**config.mk**
```make
export PLATFORM = sky130hd
export DESIGN_NAME = vga_timing
export DESIGN_NICKNAME = d
export VERILOG_FILES = /design/src/rtl/vga_timing.sv
export SDC_FILE = /design/constraint.sdc
export NUM_CORES = 1
export LEC_CHECK = 0
export CORE_MARGIN = 4
export CORE_UTILIZATION = 28
export CTS_BUF_LIST = sky130_fd_sc_hd__clkbuf_2 sky130_fd_sc_hd__clkbuf_4 sky130_fd_sc_hd__clkbuf_8
export DETAILED_ROUTE_END_ITERATION = 10
export SYNTH_ARGS = -nofsm -noshare
export SYNTH_HDL_FRONTEND = slang
export SYNTH_SLANG_ARGS = --single-unit
```
**constraint.sdc**
```tcl
create_clock -name clk -period 2.05 [get_ports clk]
set_input_delay 0.41 -clock clk [delete_from_list [all_inputs] [get_ports clk]]
set_output_delay 0.41 -clock clk [all_outputs]
set_load 0.01 [all_outputs]
```
**src/rtl/vga_timing.sv**
```systemverilog
// 640x480@60 raster timing from a clock-enable pixel tick; outputs decode the counters in the same cycle.
// No backpressure. Build with VGA_TIMING_FRAME_CNT_EN to add the frame_cnt output.
module vga_timing #(
   parameter int H_ACTIVE = 640,
   parameter int H_FP     = 16,
   parameter int H_SYNC   = 96,
   parameter int H_BP     = 48,
   parameter int V_ACTIVE = 480,
   parameter int V_FP     = 10,
   parameter int V_SYNC   = 2,
   parameter int V_BP     = 33,
   parameter int CLK_DIV  = 2
) (
   input  logic       clk,
   input  logic       reset,
   output logic       pix_tick,
   output logic       hsync,
   output logic       vsync,
   output logic       video_on,
   output logic [9:0] x,
   output logic [9:0] y,
   output logic       line_end,
   output logic       frame_end
`ifdef VGA_TIMING_FRAME_CNT_EN
   ,
   output logic [7:0] frame_cnt
`endif
);

   localparam int H_TOTAL  = H_ACTIVE + H_FP + H_SYNC + H_BP;
   localparam int V_TOTAL  = V_ACTIVE + V_FP + V_SYNC + V_BP;
   localparam int HS_START = H_ACTIVE + H_FP;
   localparam int HS_END   = HS_START + H_SYNC;
   localparam int VS_START = V_ACTIVE + V_FP;
   localparam int VS_END   = VS_START + V_SYNC;
   localparam int DIV_W    = (CLK_DIV > 1) ? $clog2(CLK_DIV) : 1;

   localparam logic [DIV_W-1:0] DIV_LAST = DIV_W'(CLK_DIV - 1);
   localparam logic [9:0]       H_LAST   = 10'(H_TOTAL - 1);
   localparam logic [9:0]       V_LAST   = 10'(V_TOTAL - 1);

   generate
      if (H_TOTAL > 1024 || V_TOTAL > 1024 || CLK_DIV < 1) begin : g_bad_cfg
         $error("vga_timing: totals must fit 10-bit counters and CLK_DIV must be >= 1");
      end
   endgenerate

   logic [DIV_W-1:0] div_cnt;
   logic [9:0]       h_cnt;
   logic [9:0]       v_cnt;
   logic             tick;
   logic             h_last;
   logic             v_last;
   logic [10:0]      hx;
   logic [10:0]      vx;
   logic             in_hs;
   logic             in_vs;
   logic             in_act;

   assign tick   = (div_cnt == DIV_LAST) && !reset;
   assign h_last = (h_cnt == H_LAST);
   assign v_last = (v_cnt == V_LAST);

   always_ff @(posedge clk) begin
      if (reset) begin
         div_cnt <= '0;
         h_cnt   <= '0;
         v_cnt   <= '0;
      end else begin
         div_cnt <= (div_cnt == DIV_LAST) ? '0 : div_cnt + DIV_W'(1);
         if (tick) begin
            if (h_last) begin
               h_cnt <= '0;
               v_cnt <= v_last ? '0 : v_cnt + 10'd1;
            end else begin
               h_cnt <= h_cnt + 10'd1;
            end
         end
      end
   end

   // Decode in 11 bits so a window ending exactly at 1024 still compares correctly.
   assign hx     = {1'b0, h_cnt};
   assign vx     = {1'b0, v_cnt};
   assign in_hs  = (hx >= 11'(HS_START)) && (hx < 11'(HS_END));
   assign in_vs  = (vx >= 11'(VS_START)) && (vx < 11'(VS_END));
   assign in_act = (hx < 11'(H_ACTIVE)) && (vx < 11'(V_ACTIVE));

   // While reset is held the outputs show the post-reset values immediately.
   assign pix_tick  = tick;
   assign hsync     = reset | ~in_hs;
   assign vsync     = reset | ~in_vs;
   assign video_on  = reset | in_act;
   assign x         = reset ? 10'd0 : h_cnt;
   assign y         = reset ? 10'd0 : v_cnt;
   assign line_end  = tick & h_last;
   assign frame_end = tick & h_last & v_last;

`ifdef VGA_TIMING_FRAME_CNT_EN
   always_ff @(posedge clk) begin
      if (reset) begin
         frame_cnt <= '0;
      end else if (frame_end) begin
         frame_cnt <= frame_cnt + 8'd1;
      end
   end
`endif

endmodule

```
**Yosys cells after proc, flatten, opt, wreduce, memory -nomap -nowiden**

Cells that the tools add are included.

- Bits in registers: 21
- Input bits: 2
- Output and inout bits: 26
- Word-level logic and storage cells: 32

- $add $sub $neg: 3
- $lt $le $gt $ge: 6
- Equal/unequal tests: 2
- Mux-type cells: 4
- Bitwise logic cells: 7
- Reduce and logical (&&, ||, !) cells: 7

Operators by type and width:

| kind | count |
|---|---|
| 10-bit two-way mux | 4 |
| 10-bit by 1-bit adder with 10-bit output (second input constant) | 2 |
| 10-bit == test (second input constant) | 2 |
| 10-bit less-than comparator (second input constant) | 2 |
| 10-bit by 9-bit less-than comparator with 1-bit output (second input constant) | 2 |
| 10-bit greater-or-equal comparator (second input constant) | 1 |
| 10-bit by 9-bit greater-or-equal comparator with 1-bit output (second input constant) | 1 |
| 1-bit logical AND | 4 |
| 1-bit bitwise OR | 3 |
| 1-bit bitwise AND | 2 |
| 1-bit inverter | 2 |
| 2-bit AND reduction | 1 |
| 2-bit OR reduction | 1 |
| 1-bit adder (second input constant) | 1 |
| 1-bit zero test | 1 |

**Logic depth before layout (Yosys ltp)**

Gate-level depths: netlist (run 1).

- Depth after elaboration: 4
- Gate-level depth with buffers: 6
- Mapped depth without buffers: 6

**Worst setup path before layout (run 1)**

OpenSTA, ideal clock, no wires.

- Path kind: register to register
- Start point: reg h_cnt[0]
- End point: reg v_cnt[7]
- Library setup time: 0.070 ns
- Arrival: 1.565 ns
- Data required time: 1.980 ns
- Path slack: 0.415 ns
- Cell stages (with the launch flop): 6
- Path buffers: 0
- Clock period less this slack: 1.635 ns
- Cells stage by stage: dfxtp_1 ha_1 and4bb_4 nand3_4 or4b_1 a21oi_1

- Longest elaborated chain between the ends: 2

Ends and longest elaborated chain:

| item | RTL line | RTL |
|---|---|---|
| from (decl) | 49 | `logic [9:0] h_cnt;` |
| from (signal assigned) | 76 | `h_cnt <= h_cnt + 10'd1;` |
| 10-bit == test | 61 | `assign h_last = (h_cnt == H_LAST);` |
| 2-bit AND reduction (no source line) | n/a |  |
| to (signal assigned) | 74 | `v_cnt <= v_last ? '0 : v_cnt + 10'd1;` |
| to (decl) | 50 | `logic [9:0] v_cnt;` |

Every way passes these cells.
A chain may end at the register's enable or synchronous reset.

**Worst setup path after layout (run 1)**

- Start point: in reset
- End point: out x[0]

- Longest elaborated chain between the ends: 1

Ends and longest elaborated chain:

| item | RTL line | RTL |
|---|---|---|
| from (decl) | 15 | `input logic reset,` |
| 10-bit two-way mux | 94 | `assign x = reset ? 10'd0 : h_cnt;` |
| to (decl) | 20 | `output logic [9:0] x,` |

Every way passes these cells.

==> metrics.md, run 1 <==
| Metric | Value |
|---|---|
| Port bufs | `27` |
| # diodes | `0` |
| Via Count | `between 1000 and 1500` |
| Routed len/inst | `around 13 um` |
| Post-synthesis sequential area ratio | `33.87%` |
| Reg2Reg Capture Point | `v_cnt[7]` |
| Most frequent cell after synthesis | `nor2_1` |
| Die Span Y | `74.58 um` |
| Post-Syn Nets | `161` |
| Worst Path Max Fanout | `5` |
| Hold slack | `between 0.5 and 0.6 ns` |
| Final count of hold timing violations | `0` |
| Final Slew Violations | `0` |
| Initial antenna violation count | `0` |
| Power, Total | `~0.00076 W` |
| #FFs+latches synth | `21` |
| Worst Tran Pin Value | `around 0.36 ns` |
| Clock Sinks | `21` |
| Rel. slew slack | `about 76%` |
| CP required | `between 1.5 and 2 ns` |
| Routed wl met3 | `around 130 um` |
| Post-synth cell types | `36` |
| CP endpoint | `x[0]` |
| Non-filler cells in the finished layout | `about 270` |
| Clk pin slew, worst setup/hold paths | `around 0.090 ns` |
| Crit path time final | `2.019 ns` |
| IO Pins | `28` |
| Reg2Reg Depth | `6` |
| Leakage | `0.8252 nW` |
| Metal-1 WL | `between 1.5 and 2 mm` |
| Vias in the first global route | `1152` |
| Crit. End Element | `output port` |
| Fin Setup TNS | `0 ns` |
| GRT Overall Usage | `around 13%` |
| Crit path from | `reset` |
| Peak supply drop | `between 200 and 250 uV` |
| Row cnt | `23` |
| Skew-Pair Late Insertion Delay | `about 0.27 ns` |
| WP data arrival | `between 1.5 and 2 ns` |
| Pre-antenna DRT Iters | `4` |
| Dpl cells | `258` |
| RSZ-0062 raised after global routing | `true` |
| WL final | `3.356 mm` |
| DR top layer | `met4` |
| Critical path class | `input pin to output port` |
| Cell Area, Synth | `~0.0012 sq mm` |
| Max Root-Sink Buffers | `2` |
| Mapped Cells | `~150` |
| Share of layout cells above drive strength 1 | `a little under a quarter` |
| Number of flops mapped to enable cells by yosys | `0` |
| Max-cap viol count | `0` |
| Synth top area share | `roughly 34%` |
| Async set-reset flop share out of synthesis | `0%` |
| Detail Route Antenna Nets | `0` |
| Top_reg_cell synth | `dfxtp_1` |
| CTS tree | `yes` |
| Cell depth of the worst hold path | `2` |
| First-pass GRT wire length | `5.540 mm` |
| Period utilisation layout | `roughly 98%` |
| Setup-failing EPs final | `0` |
| Worst R2R Start | `h_cnt[0]` |
| Total CTS buffers | `3` |
| Run status | `finished clean` |
| Clock skew | `a little under 0.007 ns` |
| DR DRC count | `0` |
| Dominant cell type by area after synthesis | `dfxtp_1` |
| Fmax | `0.4954 GHz` |
| Htree depth | `1` |
| Vias per cell | `around 4.8` |
| WL met2 | `about 1.5 mm` |
| Initial core utilization | `between 20% and 30%` |
| DRT iter0 DRCs | `around 130` |
| Most instantiated cells after synthesis | `nor2_1 (24), dfxtp_1 (21), nand2_1 (13), nor2b_1 (12), inv_1 (10)` |
| Setup crit start kind | `input pin` |
| GRT overflow | `0` |
| Root Buffer | `clkbuf_8` |
| HPWL after DPL | `2.415 mm` |
| P&R area growth vs syn | `50.91%` |
| Hold_sp | `v_cnt[7]` |
| Final nets | `approximately 220` |
| Die width | `~75 um` |
| Largest net degree at the start of global routing | `13` |
| Die area | `0.005562 sq mm` |
| Syn Area/Cell | `between 8 and 9 sq um` |
| R2r setup slk | `about 0.27 ns` |
| Synth Warn # | `0` |
| Worst Hold Class | `register to register` |
| Synth top area cells | `dfxtp_1 (34%), nor2_1 (7.3%), nor2b_1 (6.0%)` |
| Pwr dens | `407.4 mW/mm^2` |
| Core ar. | `0.004144 sq mm` |
| GP Congestion | `0.8194` |
[power by group]
part / switching [W] / internal, W / total [W] / leakage, nW
registers: 0.00000220 / 0.000412 / 0.000414 / 0.171
logic: 0.0000330 / 0.0000328 / 0.0000657 / 0.629
clock network: 0.000148 / 0.000136 / 0.000284 / 0.0255
total: 0.000183 / 0.000580 / 0.000763 / 0.825
[routing by layer]
metal | vias to the layer above | global-route usage, %
met5 | - | 0
met4 | 0 | 3.557
met3 | 2 | 1.081
met2 | 27 | 19.61
met1 | 570 | 18.86
li1 | 660 | -
[registers in the layout, indices dropped and copies added, names as in the netlist]
register,count
div_cnt,1
h_cnt,10
v_cnt,10
[cell type report]
class	instances	area [sq um]
timing repair buffer	60	515.5
multi-input combinational	119	784.5
fill	432	2271
clock inverter	1	5.005
clock buffer	3	41.29
sequential	21	422.9
inverter	11	41.29
tap	50	62.56
[critical path, stage by stage]
cell and delay (ns):
dlygate4sd2_1 0.28, buf_6 0.15, buf_4 0.14, nor2_1 0.08, clkdlybuf4s50_1 0.54
[through the flow]
step | util, % | instance area, sq um | worst slack (ns)
2_1_floorplan | - | 1241 | 0.4146
3_3_place_gp | 43.15 | 1788 | -0.2744
3_5_place_dp | 43.15 | 1788 | -0.2818
4_1_cts | 44.57 | 1847 | 0.004158
5_1_grt | 45.20 | 1873 | -0.05849
6_report | 45.20 | 1873 | 0.03135
[worst min-delay path by stage]
stage                to  slack, ns
2_1_floorplan   div_cnt       0.45
3_3_place_gp   v_cnt[8]       0.48
3_5_place_dp   v_cnt[8]       0.49
4_1_cts        v_cnt[8]       0.50
5_1_grt        v_cnt[7]       0.52
6_report       v_cnt[7]       0.50
[what timing repair did]
item / CTS / global route
cloned: 2 / 0
gates resized for setup: 14 / 9
endpoints found under the setup margin: 26 / 6
setup buffers: 1 / 0
hold buffers: 0 / 0
[logic make-up (layout without fill, tap and decap cells)]
group	count (synthesis)	in the layout	synth area share [%]
compound gates	21	21	11.29
fa+ha+maj	5	5	5.040
xor+xnor	10	10	7.056
simple gates	83	83	38.51
buf+inv	14	75	4.234
flops	21	21	33.87
[cell usage in the layout (no fill, tap or decap), drive strengths merged, types with 7 or more instances in the layout]
cell            n
dfxtp          21
nor2           24
nand2          13
dlygate4sd2    11
inv            10
buf            33
nand4           7
nand3           7
nor2b          12
a21oi           9
clkdlybuf4s50  11
No activity file was read; power rests on OpenSTA's default activity.
==> inputs of run 2 (changes only) <==
==> config.mk (replaced) <==
export PLATFORM = sky130hd
export DESIGN_NAME = vga_timing
export DESIGN_NICKNAME = d
export VERILOG_FILES = /design/src/rtl/vga_timing.sv
export SDC_FILE = /design/constraint.sdc
export NUM_CORES = 1
export LEC_CHECK = 0
export CORE_MARGIN = 5
export CORE_UTILIZATION = 28
export CTS_BUF_LIST = sky130_fd_sc_hd__clkbuf_4
export DETAILED_ROUTE_END_ITERATION = 10
export SYNTH_ARGS = -nofsm -noshare
export SYNTH_HDL_FRONTEND = slang
export SYNTH_SLANG_ARGS = --single-unit
==> run 2 against run 1 <==
Compared with the run above:
- via count up 0.32%
- largest power group unchanged
- critical path depth unchanged
- fmax rose by 2.2%
- first-iteration DRC count is 47% lower
- highest routed layer unchanged
- design area fell by 4.8%
- critical path type unchanged
- worst hold slack improved by 0.0055 ns
- total power is 10% lower
==> metrics.md, run 2 (synthesis gave the netlist of run 1 again) <==
| Metric | Value |
|---|---|
| Run status | `finished clean (unchanged)` |
| GRT overflow | `0 (unchanged)` |
| Dpl cells | `256 (was 258)` |
| Max-cap viol count | `0 (unchanged)` |
| Clock skew | `0.007690 ns (was 0.006772 ns)` |
| Pre-antenna DRT Iters | `4 (unchanged)` |
| P&R area growth vs syn | `43.65% (was 50.91%)` |
| Worst Hold Path EP | `v_cnt[7] (unchanged)` |
| Max Root-Sink Buffers | `2 (unchanged)` |
| Power, Total | `0.0006838 W (was 0.0007631 W)` |
| Largest net degree at the start of global routing | `20 (was 13)` |
| Final Slew Violations | `0 (unchanged)` |
| Final count of hold timing violations | `0 (unchanged)` |
| First-pass GRT wire length | `5.664 mm (was 5.540 mm)` |
| Reg2Reg Depth | `6 (unchanged)` |
| Post-CTS setup buffers | `0 (was 1)` |
| Cell depth of the worst hold path | `2 (unchanged)` |
| Share of layout cells above drive strength 1 | `21.63% (was 23.26%)` |
| Fin Setup TNS | `0 ns (unchanged)` |
| Leakage | `0.7913 nW (was 0.8252 nW)` |
| Port bufs | `27 (unchanged)` |
| WP data arrival | `1.56 ns (was 1.61 ns)` |
| R2r setup slk | `0.25 ns (was 0.27 ns)` |
| Via Count | `1263 (was 1259)` |
| CP required | `1.64 ns (about the same)` |
| Top Registers | `h_cnt (10), v_cnt (10), div_cnt (1) (unchanged)` |
| Register area | `422.9 sq um (unchanged)` |
| Fmax | `0.5065 GHz (was 0.4954 GHz)` |
| Commonest non-fill, non-tap cell in the layout | `buf_4 (unchanged)` |
| Hold_sp | `v_cnt[7] (unchanged)` |
| Final nets | `216 (was 223)` |
| GRT Overall Usage | `11.28% (was 12.71%)` |
| Cell Area, Placed | `0.001773 sq mm (was 0.001788 sq mm)` |
| DR DRC count | `0 (unchanged)` |
| Layout Cell Area excl Fill | `0.001783 sq mm (was 0.001873 sq mm)` |
| Peak supply drop | `199.8 uV (was 231.7 uV)` |
| Post-CTS Hold Buffers | `0 (unchanged)` |
| Setup-failing EPs final | `0 (unchanged)` |
| Detail Route Antenna Nets | `0 (unchanged)` |
| DRT iter0 DRCs | `68 (was 129)` |
| GP Congestion | `0.8264 (was 0.8194)` |
| Worst R2R Start | `h_cnt[0] (unchanged)` |
| Row cnt | `24 (was 23)` |
| Critical path class | `input pin to output port (unchanged)` |
| Die width | `76.58 um (was 74.58 um)` |
| # diodes | `0 (unchanged)` |
| Vias in the first global route | `1277 (was 1152)` |
| Die Span Y | `76.58 um (was 74.58 um)` |
| Crit path time final | `1.974 ns (was 2.019 ns)` |
| Crit. End Element | `output port (unchanged)` |
| Routed len/inst | `12.50 um (was 12.66 um)` |
| Fillers | `468 (was 432)` |
| Clock Sinks | `21 (unchanged)` |
| Initial antenna violation count | `0 (unchanged)` |
| HPWL after DPL | `2.552 mm (was 2.415 mm)` |
| Most frequent cells in the layout | `buf_4 (24), nor2_1 (23), dlygate4sd2_1 (23) (was buf_4 (30), nor2_1 (22), dfxtp_1 (19))` |
| Initial core utilization | `28.70% (was 29.95%)` |
| Core ar. | `0.004324 sq mm (was 0.004144 sq mm)` |
| Root Buffer | `clkbuf_4 (was clkbuf_8)` |
| Non-filler cells in the finished layout | `260 (was 265)` |
| Total CTS buffers | `3 (unchanged)` |
| RSZ-0062 raised after global routing | `false (was true)` |
| Rel. slew slack | `75.15% (was 75.93%)` |
| Worst Hold Class | `register to register (unchanged)` |
| Worst Tran Pin Value | `0.3694 ns (was 0.3577 ns)` |
| Hold slack | `0.5103 ns (was 0.5047 ns)` |
| Skew-Pair Late Insertion Delay | `0.31 ns (was 0.27 ns)` |
| CTS tree | `yes (unchanged)` |
| Period utilisation layout | `96.31% (was 98.47%)` |
| Htree depth | `1 (unchanged)` |
| Clk pin slew, worst setup/hold paths | `0.13 ns (was 0.09 ns)` |
| Reg2Reg Capture Point | `v_cnt[7] (unchanged)` |
| Vias per cell | `4.858 (was 4.751)` |
| Setup crit start kind | `input pin (unchanged)` |
| Pwr dens | `383.5 mW/mm^2 (was 407.4 mW/mm^2)` |
| WL final | `3.251 mm (was 3.356 mm)` |
| IO Pins | `28 (unchanged)` |
| Multi-input logic area | `779.5 sq um (was 784.5 sq um)` |
| Worst Path Max Fanout | `19 (was 5)` |
| Die area | `0.005865 sq mm (was 0.005562 sq mm)` |
run 2: how the worst max path moves through the flow:
stage | startpoint | endpoint | slack, ns
3_5_place_dp | reset | frame_end | -0.28
3_3_place_gp | reset | frame_end | -0.28
4_1_cts | reset | line_end | 0.03
2_1_floorplan | h_cnt[0] | v_cnt[7] | 0.41
5_1_grt | v_cnt[0] | frame_end | 0.004
6_report | reset | x[0] | 0.08
run 2: final cells by class:
class	count	area share (%)
multi-input cells	119	43.72
repair buffers	53	25.05
flip-flops and latches	21	23.72
well taps	52	3.649
inverters	11	2.316
clock buffers	3	1.263
clock inverters	1	0.2807
run 2: stage by stage:
step,setup slack (ns),utilization (%)
floorplan,0.4146,-
global placement,-0.2796,41.00
detailed placement,-0.2811,41.00
CTS,0.02769,41.20
global route,0.003641,41.23
finish,0.07574,41.23
run 2: routing by layer:
metal / vias up / GRT usage (%) / routed length [um]
met5: - / 0 / 0
met4: 0 / 3.147 / 31
met1: 598 / 13.59 / 1460
met3: 4 / 2.246 / 117
met2: 19 / 20.12 / 1641
li1: 642 / - / -
run 2: worst max-delay path: stages:
cell and delay (ns):
clkdlybuf4s50_1 0.50, buf_8 0.18, buf_4 0.15, nor2_1 0.04
dlygate4sd2_1 0.27
run 2: timing repair:
item	CTS	global route
endpoints found under the setup margin	26	3
gates resized for setup	34	5
pin swaps	1	0
run 2: power by group:
| group | total (W) | switching [W] | internal, W |
|---|---|---|---|
| Combinational | 0.0000583 | 0.0000302 | 0.0000281 |
| Clock | 0.000211 | 0.000138 | 0.0000728 |
| Sequential | 0.000415 | 0.00000236 | 0.000412 |
==> inputs of run 3 (changes only) <==
--- a/config.mk
+++ b/config.mk
@@ -9,6 +9,8 @@
 export CORE_UTILIZATION = 28
 export CTS_BUF_LIST = sky130_fd_sc_hd__clkbuf_4
 export DETAILED_ROUTE_END_ITERATION = 10
+export GPL_ROUTABILITY_DRIVEN = 1
 export SYNTH_ARGS = -nofsm -noshare
 export SYNTH_HDL_FRONTEND = slang
 export SYNTH_SLANG_ARGS = --single-unit
+export TNS_END_PERCENT = 50
==> results of run 3 <==
No change in the layout: final DEF, timing and power equal those of run 2.
